### src/rtl/seq_control_unit_if.sv
// seq_control_unit_if: handshake and control-bus bundle between the
// sequencer (slave side) and whoever drives the instruction register and
// consumes the datapath controls (master side).
interface seq_control_unit_if #(
  parameter int IR_W = 8,
  parameter int NREG = 13
) ();

  logic            start;
  logic [IR_W-1:0] ir;
  logic            z;

  logic            busy;
  logic            end_op;
  logic            err;
  logic [1:0]      inc;
  logic [3:0]      alu_mode;
  logic [3:0]      bus_ld;
  logic [NREG-1:0] write_en;
  logic [2:0]      clr;
  logic            dm_wr;
  logic            im_wr;

  modport master (
    output start, ir, z,
    input  busy, end_op, err, inc, alu_mode, bus_ld, write_en, clr, dm_wr, im_wr
  );

  modport slave (
    input  start, ir, z,
    output busy, end_op, err, inc, alu_mode, bus_ld, write_en, clr, dm_wr, im_wr
  );

endinterface

### src/rtl/seq_control_unit.sv
// seq_control_unit: multi-cycle fetch/decode/execute sequencer for the
// single-core matrix multiplier. Every output is a Moore output held in a
// register that is loaded with the decode of the state being entered, so
// the pins never glitch and reset clears them asynchronously.
//
// Optional feature: define CU_ILLEGAL_TRAP_EN to send illegal opcodes to a
// TRAP state (err=1, left only by reset). Without it, illegal opcodes run
// as NOP and err stays 0.
module seq_control_unit #(
  parameter int IR_W     = 8,
  parameter int NREG     = 13,
  parameter int WAIT_CYC = 1
) (
  input  logic               clk,
  input  logic               rst_n,
  seq_control_unit_if.slave  bus
);

  typedef enum logic [3:0] {
    S_IDLE, S_FETCH1, S_FETCH2, S_FETCH3, S_DECODE,
    S_EXEC1, S_EXEC2, S_EXEC3, S_HALT, S_TRAP
  } state_e;

  typedef enum logic [4:0] {
    OP_NOP  = 5'h00,
    OP_LDAC = 5'h01,
    OP_STAC = 5'h02,
    OP_ADD  = 5'h03,
    OP_MUL  = 5'h04,
    OP_CLAC = 5'h05,
    OP_JPNZ = 5'h06,
    OP_END  = 5'h07,
    OP_IMWR = 5'h08
  } op_e;

  typedef struct packed {
    logic            busy;
    logic            end_op;
    logic            err;
    logic [1:0]      inc;
    logic [3:0]      alu_mode;
    logic [3:0]      bus_ld;
    logic [NREG-1:0] write_en;
    logic [2:0]      clr;
    logic            dm_wr;
    logic            im_wr;
  } out_t;

  // Last count value of the fetch wait and of the LDAC read wait (min 1).
  localparam logic [3:0] FETCH_LAST = (WAIT_CYC > 0) ? 4'(WAIT_CYC - 1) : 4'd0;
  localparam int         LD_WAIT    = (WAIT_CYC > 0) ? WAIT_CYC : 1;
  localparam logic [3:0] LD_LAST    = 4'(LD_WAIT - 1);

  state_e     r_state;
  logic [4:0] r_opcode;
  logic [3:0] r_cnt;
  logic       r_armed;
  out_t       r_out;

  // Only the low five instruction bits carry the opcode.
  logic w_unused_ir;
  assign w_unused_ir = ^bus.ir[IR_W-1:5];

  // Output decode for the state about to be entered; zf only matters for JPNZ.
  function automatic out_t moore(state_e s, logic [4:0] op, logic zf);
    out_t o;
    o      = '0;
    o.busy = (s != S_IDLE) && (s != S_HALT) && (s != S_TRAP);
    case (s)
      S_FETCH1: begin
        o.bus_ld      = 4'd1;
        o.write_en[0] = 1'b1;
      end
      S_FETCH3: begin
        o.write_en[2] = 1'b1;
        o.inc         = 2'b01;
      end
      S_EXEC1: begin
        case (op)
          OP_STAC: begin
            o.bus_ld      = 4'd3;
            o.write_en[3] = 1'b1;
          end
          OP_ADD: begin
            o.alu_mode    = 4'd1;
            o.write_en[4] = 1'b1;
          end
          OP_MUL: begin
            o.alu_mode    = 4'd3;
            o.write_en[4] = 1'b1;
          end
          OP_CLAC: o.clr = 3'b001;
          OP_JPNZ: begin
            if (zf) begin
              o.inc = 2'b01;
            end else begin
              o.bus_ld      = 4'd2;
              o.write_en[1] = 1'b1;
            end
          end
          OP_IMWR: o.im_wr = 1'b1;
          default: ;
        endcase
      end
      S_EXEC2: begin
        if (op == OP_LDAC) begin
          o.write_en[3] = 1'b1;
        end else if (op == OP_STAC) begin
          o.dm_wr = 1'b1;
        end
      end
      S_EXEC3: begin
        o.bus_ld      = 4'd2;
        o.write_en[4] = 1'b1;
      end
      S_HALT: o.end_op = 1'b1;
`ifdef CU_ILLEGAL_TRAP_EN
      S_TRAP: o.err = 1'b1;
`endif
      default: ;
    endcase
    return o;
  endfunction

  // Sequencer: state transitions, wait counting and registered outputs.
  // NOTE: state and output registers use non-blocking assignments so every
  // register samples pre-edge values; blocking here would create order-
  // dependent simulation and mismatch synthesis.
  always_ff @(posedge clk or negedge rst_n) begin
    if (!rst_n) begin
      r_state  <= S_IDLE;
      r_opcode <= '0;
      r_cnt    <= '0;
      r_armed  <= 1'b0;
      r_out    <= '0;
    end else begin
      // A start seen on the first edge after reset release is ignored.
      r_armed <= 1'b1;
      case (r_state)
        S_IDLE: begin
          if (bus.start && r_armed) begin
            r_state <= S_FETCH1;
            r_out   <= moore(S_FETCH1, r_opcode, 1'b0);
          end
        end
        S_FETCH1: begin
          if (WAIT_CYC == 0) begin
            r_state <= S_FETCH3;
            r_out   <= moore(S_FETCH3, r_opcode, 1'b0);
          end else begin
            r_state <= S_FETCH2;
            r_cnt   <= FETCH_LAST;
            r_out   <= moore(S_FETCH2, r_opcode, 1'b0);
          end
        end
        S_FETCH2: begin
          if (r_cnt == 4'd0) begin
            r_state <= S_FETCH3;
            r_out   <= moore(S_FETCH3, r_opcode, 1'b0);
          end else begin
            r_cnt <= r_cnt - 4'd1;
          end
        end
        S_FETCH3: begin
          r_state <= S_DECODE;
          r_out   <= moore(S_DECODE, r_opcode, 1'b0);
        end
        S_DECODE: begin
          r_opcode <= bus.ir[4:0];
`ifdef CU_ILLEGAL_TRAP_EN
          if (bus.ir[4:0] > OP_IMWR) begin
            r_state <= S_TRAP;
            r_out   <= moore(S_TRAP, bus.ir[4:0], bus.z);
          end else
`endif
          begin
            r_state <= S_EXEC1;
            r_cnt   <= LD_LAST;
            r_out   <= moore(S_EXEC1, bus.ir[4:0], bus.z);
          end
        end
        S_EXEC1: begin
          case (r_opcode)
            OP_LDAC: begin
              if (r_cnt == 4'd0) begin
                r_state <= S_EXEC2;
                r_out   <= moore(S_EXEC2, r_opcode, 1'b0);
              end else begin
                r_cnt <= r_cnt - 4'd1;
              end
            end
            OP_STAC: begin
              r_state <= S_EXEC2;
              r_out   <= moore(S_EXEC2, r_opcode, 1'b0);
            end
            OP_END: begin
              r_state <= S_HALT;
              r_out   <= moore(S_HALT, r_opcode, 1'b0);
            end
            default: begin
              r_state <= S_FETCH1;
              r_out   <= moore(S_FETCH1, r_opcode, 1'b0);
            end
          endcase
        end
        S_EXEC2: begin
          if (r_opcode == OP_LDAC) begin
            r_state <= S_EXEC3;
            r_out   <= moore(S_EXEC3, r_opcode, 1'b0);
          end else begin
            r_state <= S_FETCH1;
            r_out   <= moore(S_FETCH1, r_opcode, 1'b0);
          end
        end
        S_EXEC3: begin
          r_state <= S_FETCH1;
          r_out   <= moore(S_FETCH1, r_opcode, 1'b0);
        end
        S_HALT: begin
          if (bus.start) begin
            r_state <= S_FETCH1;
            r_out   <= moore(S_FETCH1, r_opcode, 1'b0);
          end
        end
        S_TRAP: ;
        default: begin
          r_state <= S_IDLE;
          r_out   <= '0;
        end
      endcase
    end
  end

  assign bus.busy     = r_out.busy;
  assign bus.end_op   = r_out.end_op;
  assign bus.err      = r_out.err;
  assign bus.inc      = r_out.inc;
  assign bus.alu_mode = r_out.alu_mode;
  assign bus.bus_ld   = r_out.bus_ld;
  assign bus.write_en = r_out.write_en;
  assign bus.clr      = r_out.clr;
  assign bus.dm_wr    = r_out.dm_wr;
  assign bus.im_wr    = r_out.im_wr;

endmodule

### src/flat_wrapper.sv
// flat-port wrapper written by rule: the top's interface ports become plain ports
module seq_control_unit_flat 
#(
  parameter int IR_W     = 8,
  parameter int NREG     = 13,
  parameter int WAIT_CYC = 1
)
  (clk, rst_n, bus_start, bus_ir, bus_z, bus_busy, bus_end_op, bus_err, bus_inc, bus_alu_mode, bus_bus_ld, bus_write_en, bus_clr, bus_dm_wr, bus_im_wr);
  seq_control_unit_if #(.IR_W(IR_W), .NREG(NREG)) bus_i ();
  input  logic clk;
  input  logic rst_n;
  input wire logic [$bits(bus_i.start)-1:0] bus_start;
  input wire logic [$bits(bus_i.ir)-1:0] bus_ir;
  input wire logic [$bits(bus_i.z)-1:0] bus_z;
  output wire logic [$bits(bus_i.busy)-1:0] bus_busy;
  output wire logic [$bits(bus_i.end_op)-1:0] bus_end_op;
  output wire logic [$bits(bus_i.err)-1:0] bus_err;
  output wire logic [$bits(bus_i.inc)-1:0] bus_inc;
  output wire logic [$bits(bus_i.alu_mode)-1:0] bus_alu_mode;
  output wire logic [$bits(bus_i.bus_ld)-1:0] bus_bus_ld;
  output wire logic [$bits(bus_i.write_en)-1:0] bus_write_en;
  output wire logic [$bits(bus_i.clr)-1:0] bus_clr;
  output wire logic [$bits(bus_i.dm_wr)-1:0] bus_dm_wr;
  output wire logic [$bits(bus_i.im_wr)-1:0] bus_im_wr;
  assign bus_i.start = bus_start;
  assign bus_i.ir = bus_ir;
  assign bus_i.z = bus_z;
  assign bus_busy = bus_i.busy;
  assign bus_end_op = bus_i.end_op;
  assign bus_err = bus_i.err;
  assign bus_inc = bus_i.inc;
  assign bus_alu_mode = bus_i.alu_mode;
  assign bus_bus_ld = bus_i.bus_ld;
  assign bus_write_en = bus_i.write_en;
  assign bus_clr = bus_i.clr;
  assign bus_dm_wr = bus_i.dm_wr;
  assign bus_im_wr = bus_i.im_wr;
  seq_control_unit #(.IR_W(IR_W), .NREG(NREG), .WAIT_CYC(WAIT_CYC)) u_core (.clk(clk), .rst_n(rst_n), .bus(bus_i));
endmodule
### config.mk
export PLATFORM = sky130hd
export DESIGN_NAME = seq_control_unit_flat
export DESIGN_NICKNAME = d
export VERILOG_FILES = /design/src/rtl/seq_control_unit_if.sv /design/src/rtl/seq_control_unit.sv /design/src/flat_wrapper.sv
export SDC_FILE = /design/constraint.sdc
export NUM_CORES = 1
export LEC_CHECK = 0
export CORE_MARGIN = 4
export CORE_UTILIZATION = 28
export DETAILED_ROUTE_END_ITERATION = 12
export GPL_ROUTABILITY_DRIVEN = 0
export PLACE_DENSITY = 0.52
export SKIP_LAST_GASP = 1
export SYNTH_ARGS = -nofsm -noshare
export SYNTH_HDL_FRONTEND = slang
export SYNTH_SLANG_ARGS = --single-unit
### constraint.sdc
create_clock -name clk -period 2 [get_ports clk]
set_input_delay 0.4 -clock clk [delete_from_list [all_inputs] [get_ports clk]]
set_output_delay 0.4 -clock clk [all_outputs]
set_load 0.02 [all_outputs]
[Yosys cells after proc, flatten, opt, wreduce, memory -nomap -nowiden]
Index checks and enable logic that the tools add are counted.
Word-level totals
  output and inout port bits: 31
  register bits after elaboration: 45
  input bits: 12
Operators by class
  muxes and demuxes: 28
  bitwise logic cells: 1
  add/subtract/negate cells: 1
  reductions and logical operators: 9
  equality and inequality tests: 23
Operator list (number)
  31-bit case mux with 9 select lines: 1
  31-bit two-way mux: 4
  31-bit case mux with 3 select lines: 1
  4-bit case mux with 10 select lines: 1
  4-bit two-way mux: 6
  4-bit case mux with 3 select lines: 2
  5-bit by 3-bit == test with 1-bit output, second input constant: 4
  20-bit two-way mux: 1
  4-bit by 3-bit == test with 1-bit output, second input constant: 4
  5-bit by 2-bit == test with 1-bit output, second input constant: 3
  4-bit by 2-bit == test with 1-bit output, second input constant: 2
  4-bit == test, second input constant: 2
  4-bit logical NOT: 2
  4-bit case mux with 2 select lines: 1
  1-bit two-way mux: 7
  2-bit by 1-bit inequality test with 1-bit output, second input constant: 3
  2-bit OR reduction: 3
  5-bit by 1-bit == test with 1-bit output, second input constant: 1
  5-bit by 4-bit == test with 1-bit output, second input constant: 1
  5-bit AND reduction: 1
  4-bit by 1-bit == test with 1-bit output, second input constant: 1
  2-bit two-way mux: 2
  2-bit case mux with 2 select lines: 1
  4-bit by 1-bit subtractor with 4-bit output, second input constant: 1
  7 further kinds: 7

[Logic depth before layout (Yosys ltp)]
  word-level depth: 4
  mapped depth: 8
  depth with buffers taken out: 7

[Worst setup path after synthesis]
No wires, ideal clock.
  path kind: register to register
  start: reg u_core.r_cnt[0]
  end: reg u_core.r_out (netlist bit u_core.bus.write_en[4])
  stages on the path, launching flop included: 8
  clock period less this slack: 1836 ps
  path buffers: 1
  data arrival time: 1712 ps
  path slack: 164 ps
  path through: dfrtp_1 > inv_1 > ha_1 > or3b_2 > nand2_1 > nand3_1 > buf_6 > a211o_1
Between the ends
  word-level cells in the longest chain between the ends: 3
RTL lines
  start, declared: RTL line seq_control_unit.sv:56  | logic [3:0] r_cnt;
  start signal, assigned: RTL line seq_control_unit.sv:161  | r_cnt <= r_cnt - 4'd1;
  start signal, assigned: RTL line seq_control_unit.sv:189  | r_cnt <= r_cnt - 4'd1;
  4-bit logical NOT (*): RTL line seq_control_unit.sv:157, seq_control_unit.sv:185
  3-bit by 2-bit inequality test with 1-bit output (no source line) or 2-bit by 1-bit inequality test with 1-bit output (tied branches)
  5-bit AND reduction (no source line) (*)
  end signal, assigned: RTL line seq_control_unit.sv:159  | r_out <= moore(S_FETCH3, r_opcode, 1'b0);
  end signal, assigned: RTL line seq_control_unit.sv:166  | r_out <= moore(S_DECODE, r_opcode, 1'b0);
  end signal, assigned: RTL line seq_control_unit.sv:187  | r_out <= moore(S_EXEC2, r_opcode, 1'b0);
  end, declared: RTL line seq_control_unit.sv:58  | out_t r_out;
Mark *: on every way between the ends. The rest lies on a longest branch, timed or not.
A chain may end at the register's enable or synchronous reset.

[Final worst setup path]
Ends and elaborated chain as after synthesis.

==> run summary <==
Detailed placement finished with a half-perimeter wire length of 2760 µm. The via count of the first global-routing pass is 1260, and the required time of the worst setup path is 2.17 ns. The top cell types in the final layout, fill and taps aside, are sky130_fd_sc_hd__dfrtp_1 (29), sky130_fd_sc_hd__clkdlybuf4s50_1 (23), sky130_fd_sc_hd__conb_1 (17). The tools report the number of slew-limit violations in the final report as 0.

Global routing consumed, over all layers together, 10.9% of the routing resources. For this run, the number of Yosys warnings is 0. In this run the power density over the cells is 1340 nW/µm².

The share of synthesized flip-flops with an asynchronous set or reset came out at 100%. Counting I/O delays and the setup requirement, the final critical path takes 1.89 ns. The synthesized area divided by synthesized cell count was 9.79 µm²; the worst endpoint data arrival time was 2.06 ns. The region available for standard cell placement spans 5610 µm². The number of primary I/O pins is 43, and the first-pass iteration count of the detailed router is 4. Clock tree synthesis found a total of 29 sinks. Dividing the detail-routed wire length by the instance count gives 13.2 µm.

In the finished design, the share of the clock period the worst path needs comes to 94.4%. Of all cell types, the one taking the most synthesized area is sky130_fd_sc_hd__dfrtp_1. Across the run, the number of max-cap violations was 0.

The maximum number of buffers from clock root to sink was 2. The run gives 0.28 ns as the clock latency on the worst-skew pair. The fraction of met2 tracks used by global routing was 16.3%; the met3 layer usage reported by global route was 3.20%.

The tools report the final cell area excluding filler cells as 2090 µm². The area occupied by registers is 726 µm², and the cell area after synthesis is 1660 µm². After floorplanning, the core was divided into 27 placement rows.

The cell at the root of the clock tree was sky130_fd_sc_hd__clkbuf_8. Synthesis instantiated 49 different standard cells from the library. The first global-routing pass estimated 6220 µm of wire. For the number of hold buffers added after CTS, the log shows 0. The highest cell delay on the worst timing path works out to 0.48 ns. The count of buffers added on input and output ports is 23. Slowest library cell on the worst path: sky130_fd_sc_hd__or3b_2.

The critical path goes through inv_1 > ha_1 > or3b_2 > nand4_1 > nand3_1 > buf_6 > a211o_1. For this block, the routed nets add up to 3660 µm of wire. The logs give 169 for the post-synthesis cell count and 7210 µm² for the area of the die. In this run the worst hold path is classified as flop to flop.

The tools report the initial antenna violation count as 0. The clock tree skew after final layout was 0.00581 ns; the antenna diode instance count was 0. The worst setup path is launched from a flop. Global routing finished with a remaining overflow of 0.

The placed instances occupy a cell area of 1980 µm². The run gives 0 as the number of failing hold endpoints at the final stage. After routing, the total negative slack on setup checks comes to 0 ns.

Measured along the y axis, the die boundary spans 84.9 µm. After detailed routing, the number of remaining DRC violations is 0. TritonCTS built the clock tree.

Area taken by multi-input logic gates: 787 µm². The flow ran to the end, and the final reports show no timing, DRC or antenna violations. Of all nets on the critical path, the largest fanout is 18.

Among all flip-flop cells after synthesis, the most frequent one is sky130_fd_sc_hd__dfrtp_1. The number of nets at the end of the flow was 219; the sequential cell area fraction in the yosys report was 43.8%. Yosys mapped a number of flops with a built-in enable equal to 0.

The total number of vias is 1297, and the H-tree depth reported by CTS is 2. The die outline width is 84.9 µm. By startpoint and endpoint, the worst setup path is classified as flop to flop. The area growth from synthesis to final layout is 26.3%, and the fraction of post-synthesis cell area in the top cell type by area is 43.8%.

After synthesis the netlist holds a flip-flop and latch count of 29. The filler cell count in the final layout came out at 575. Initial detailed-routing violation count: 58.

The count of nets left with antenna violations once routing finished came out at 0. By area the synthesized netlist is led by sky130_fd_sc_hd__dfrtp_1 (44%), sky130_fd_sc_hd__buf_4 (7.3%), sky130_fd_sc_hd__mux2_2 (4.1%). After detailed routing, the number of vias per cell comes to 4.67. Summed over all cells, the static leakage comes to 0.930 nW.

For this run, the top clock speed supported by timing is 530 MHz. Clock tree synthesis inserted a total of 5 buffers. The tools report the type of destination of the critical path as a flop. The tools report the worst-case vdd ir drop as 0.390 mV. In the final layout, the share of cells above drive strength 1 is 18.4%. The library cell used most frequently in the layout, excluding fill and tap cells, is sky130_fd_sc_hd__dfrtp_1. Setup violations remaining at the end of the flow were counted as 0. The initial utilization of the core area, before any placement, comes to 29.5%. The run gives 0.00280 W as the sum of internal, switching and leakage power. In this run the most used layer during global routing was met2.

Entering global routing, the biggest net connects 30 pins. After clock tree synthesis, the clock-pin slew on the worst setup and hold paths is 0.07 ns. Setup repair after global routing could not meet its margin everywhere. Global routing used 14.6% of the available met1 tracks.
-- path summary, 6_finish.rpt --
path / from / end / slack [ns] / cells past startpoint
worst max-delay path: u_core.r_cnt[0] / u_core.bus.write_en[4] / 0.11 / 7
worst min-delay path: u_core.bus.dm_wr / u_core.bus.dm_wr / 0.46 / 2
worst max register to register: u_core.r_cnt[0] / u_core.bus.write_en[4] / 0.11 / 7
worst min register to register: u_core.bus.dm_wr / u_core.bus.dm_wr / 0.46 / 2
max in group asynchronous: rst_n / u_core.r_cnt[2] / 1.22 / 2
min in group asynchronous: rst_n / u_core.bus.alu_mode[0] / 0.50 / 2
-- cell usage after synthesis (all sizes together) (2+ instances only) --
| cell | instances |
|---|---|
| nor3b | 3 |
| mux2 | 6 |
| and2 | 2 |
| a211o | 3 |
| nand2b | 3 |
| or3 | 2 |
| nand4 | 3 |
| nand3 | 4 |
| conb | 2 |
| nand2 | 14 |
| o21ai | 10 |
| dfrtp | 29 |
| o211ai | 2 |
| xnor2 | 2 |
| nor4b | 3 |
| a32o | 2 |
| o31ai | 2 |
| nor2 | 9 |
| a21oi | 7 |
| inv | 8 |
| nor3 | 3 |
| a31oi | 6 |
| clkbuf | 3 |
| nor2b | 2 |
| buf | 21 |
-- final cells by class --
type / count / area share, %
Clock buffer: 5 / 3.29
Inverter: 8 / 1.44
Tap cell: 72 / 4.31
Multi-Input combinational cell: 123 / 37.6
Timing Repair Buffer: 39 / 16.9
Sequential cell: 29 / 34.7
Clock inverter: 2 / 1.68
-- registers in the layout (all words and copies together), names as in the netlist --
signal,count
u_core.bus.bus_ld,2
u_core.bus.clr,1
u_core.bus.end_op,1
u_core.bus.im_wr,1
u_core.r_cnt,4
u_core.bus.write_en,5
u_core.r_opcode,5
u_core.bus.inc,1
u_core.r_armed,1
u_core.bus.alu_mode,2
u_core.bus.busy,1
u_core.r_state,4
u_core.bus.dm_wr,1
-- what timing repair did --
action                                  in CTS  in global routing
setup buffers                                0                  0
resized for setup                            0                  2
endpoints found under the setup margin       0                  5
-- routing by layer --
layer / part of all wire (%) / wire (µm)
met1: 49 / 1800
met2: 44 / 1610
met3: 5.6 / 203
met4: 1.1 / 41
met5: 0 / 0
-- cells by family (layout without fill, tap and decap cells) --
family	Yosys count	in the layout	synth area share, %
compound gates	41	41	17.0
xor+xnor	3	3	1.59
fa+ha+maj	1	1	0.756
buf+inv	32	54	12.4
flops	29	29	43.8
mux	7	7	4.69
other cells	2	17	0.454
simple gates	54	54	19.3
-- power by group --
part           switching (W)  total (W)  internal, W
logic               0.000680    0.00130     0.000622
clock network       0.000229   0.000590     0.000362
registers           0.000158   0.000904     0.000746
-- through the flow --
stage	instances	hold slack (ns)	util (%)	worst slack (ns)
after CTS	278	0.473	37.1	0.0426
after floorplan	184	0.104	-	0.164
after detailed placement	271	0.459	35.3	0.0233
after global routing	278	0.487	37.3	-0.00433
after global placement	271	0.455	35.3	0.00271
final	278	0.464	37.3	0.112
-- worst max-delay path: cells and delay by family (launching register included) --
family	cells	cell delay, ns
fa+ha+maj	1	0.15
compound gates	1	0.30
flops	1	0.39
simple gates	3	0.69
buf+inv	2	0.24
Power figures use the tool's default switching activity.
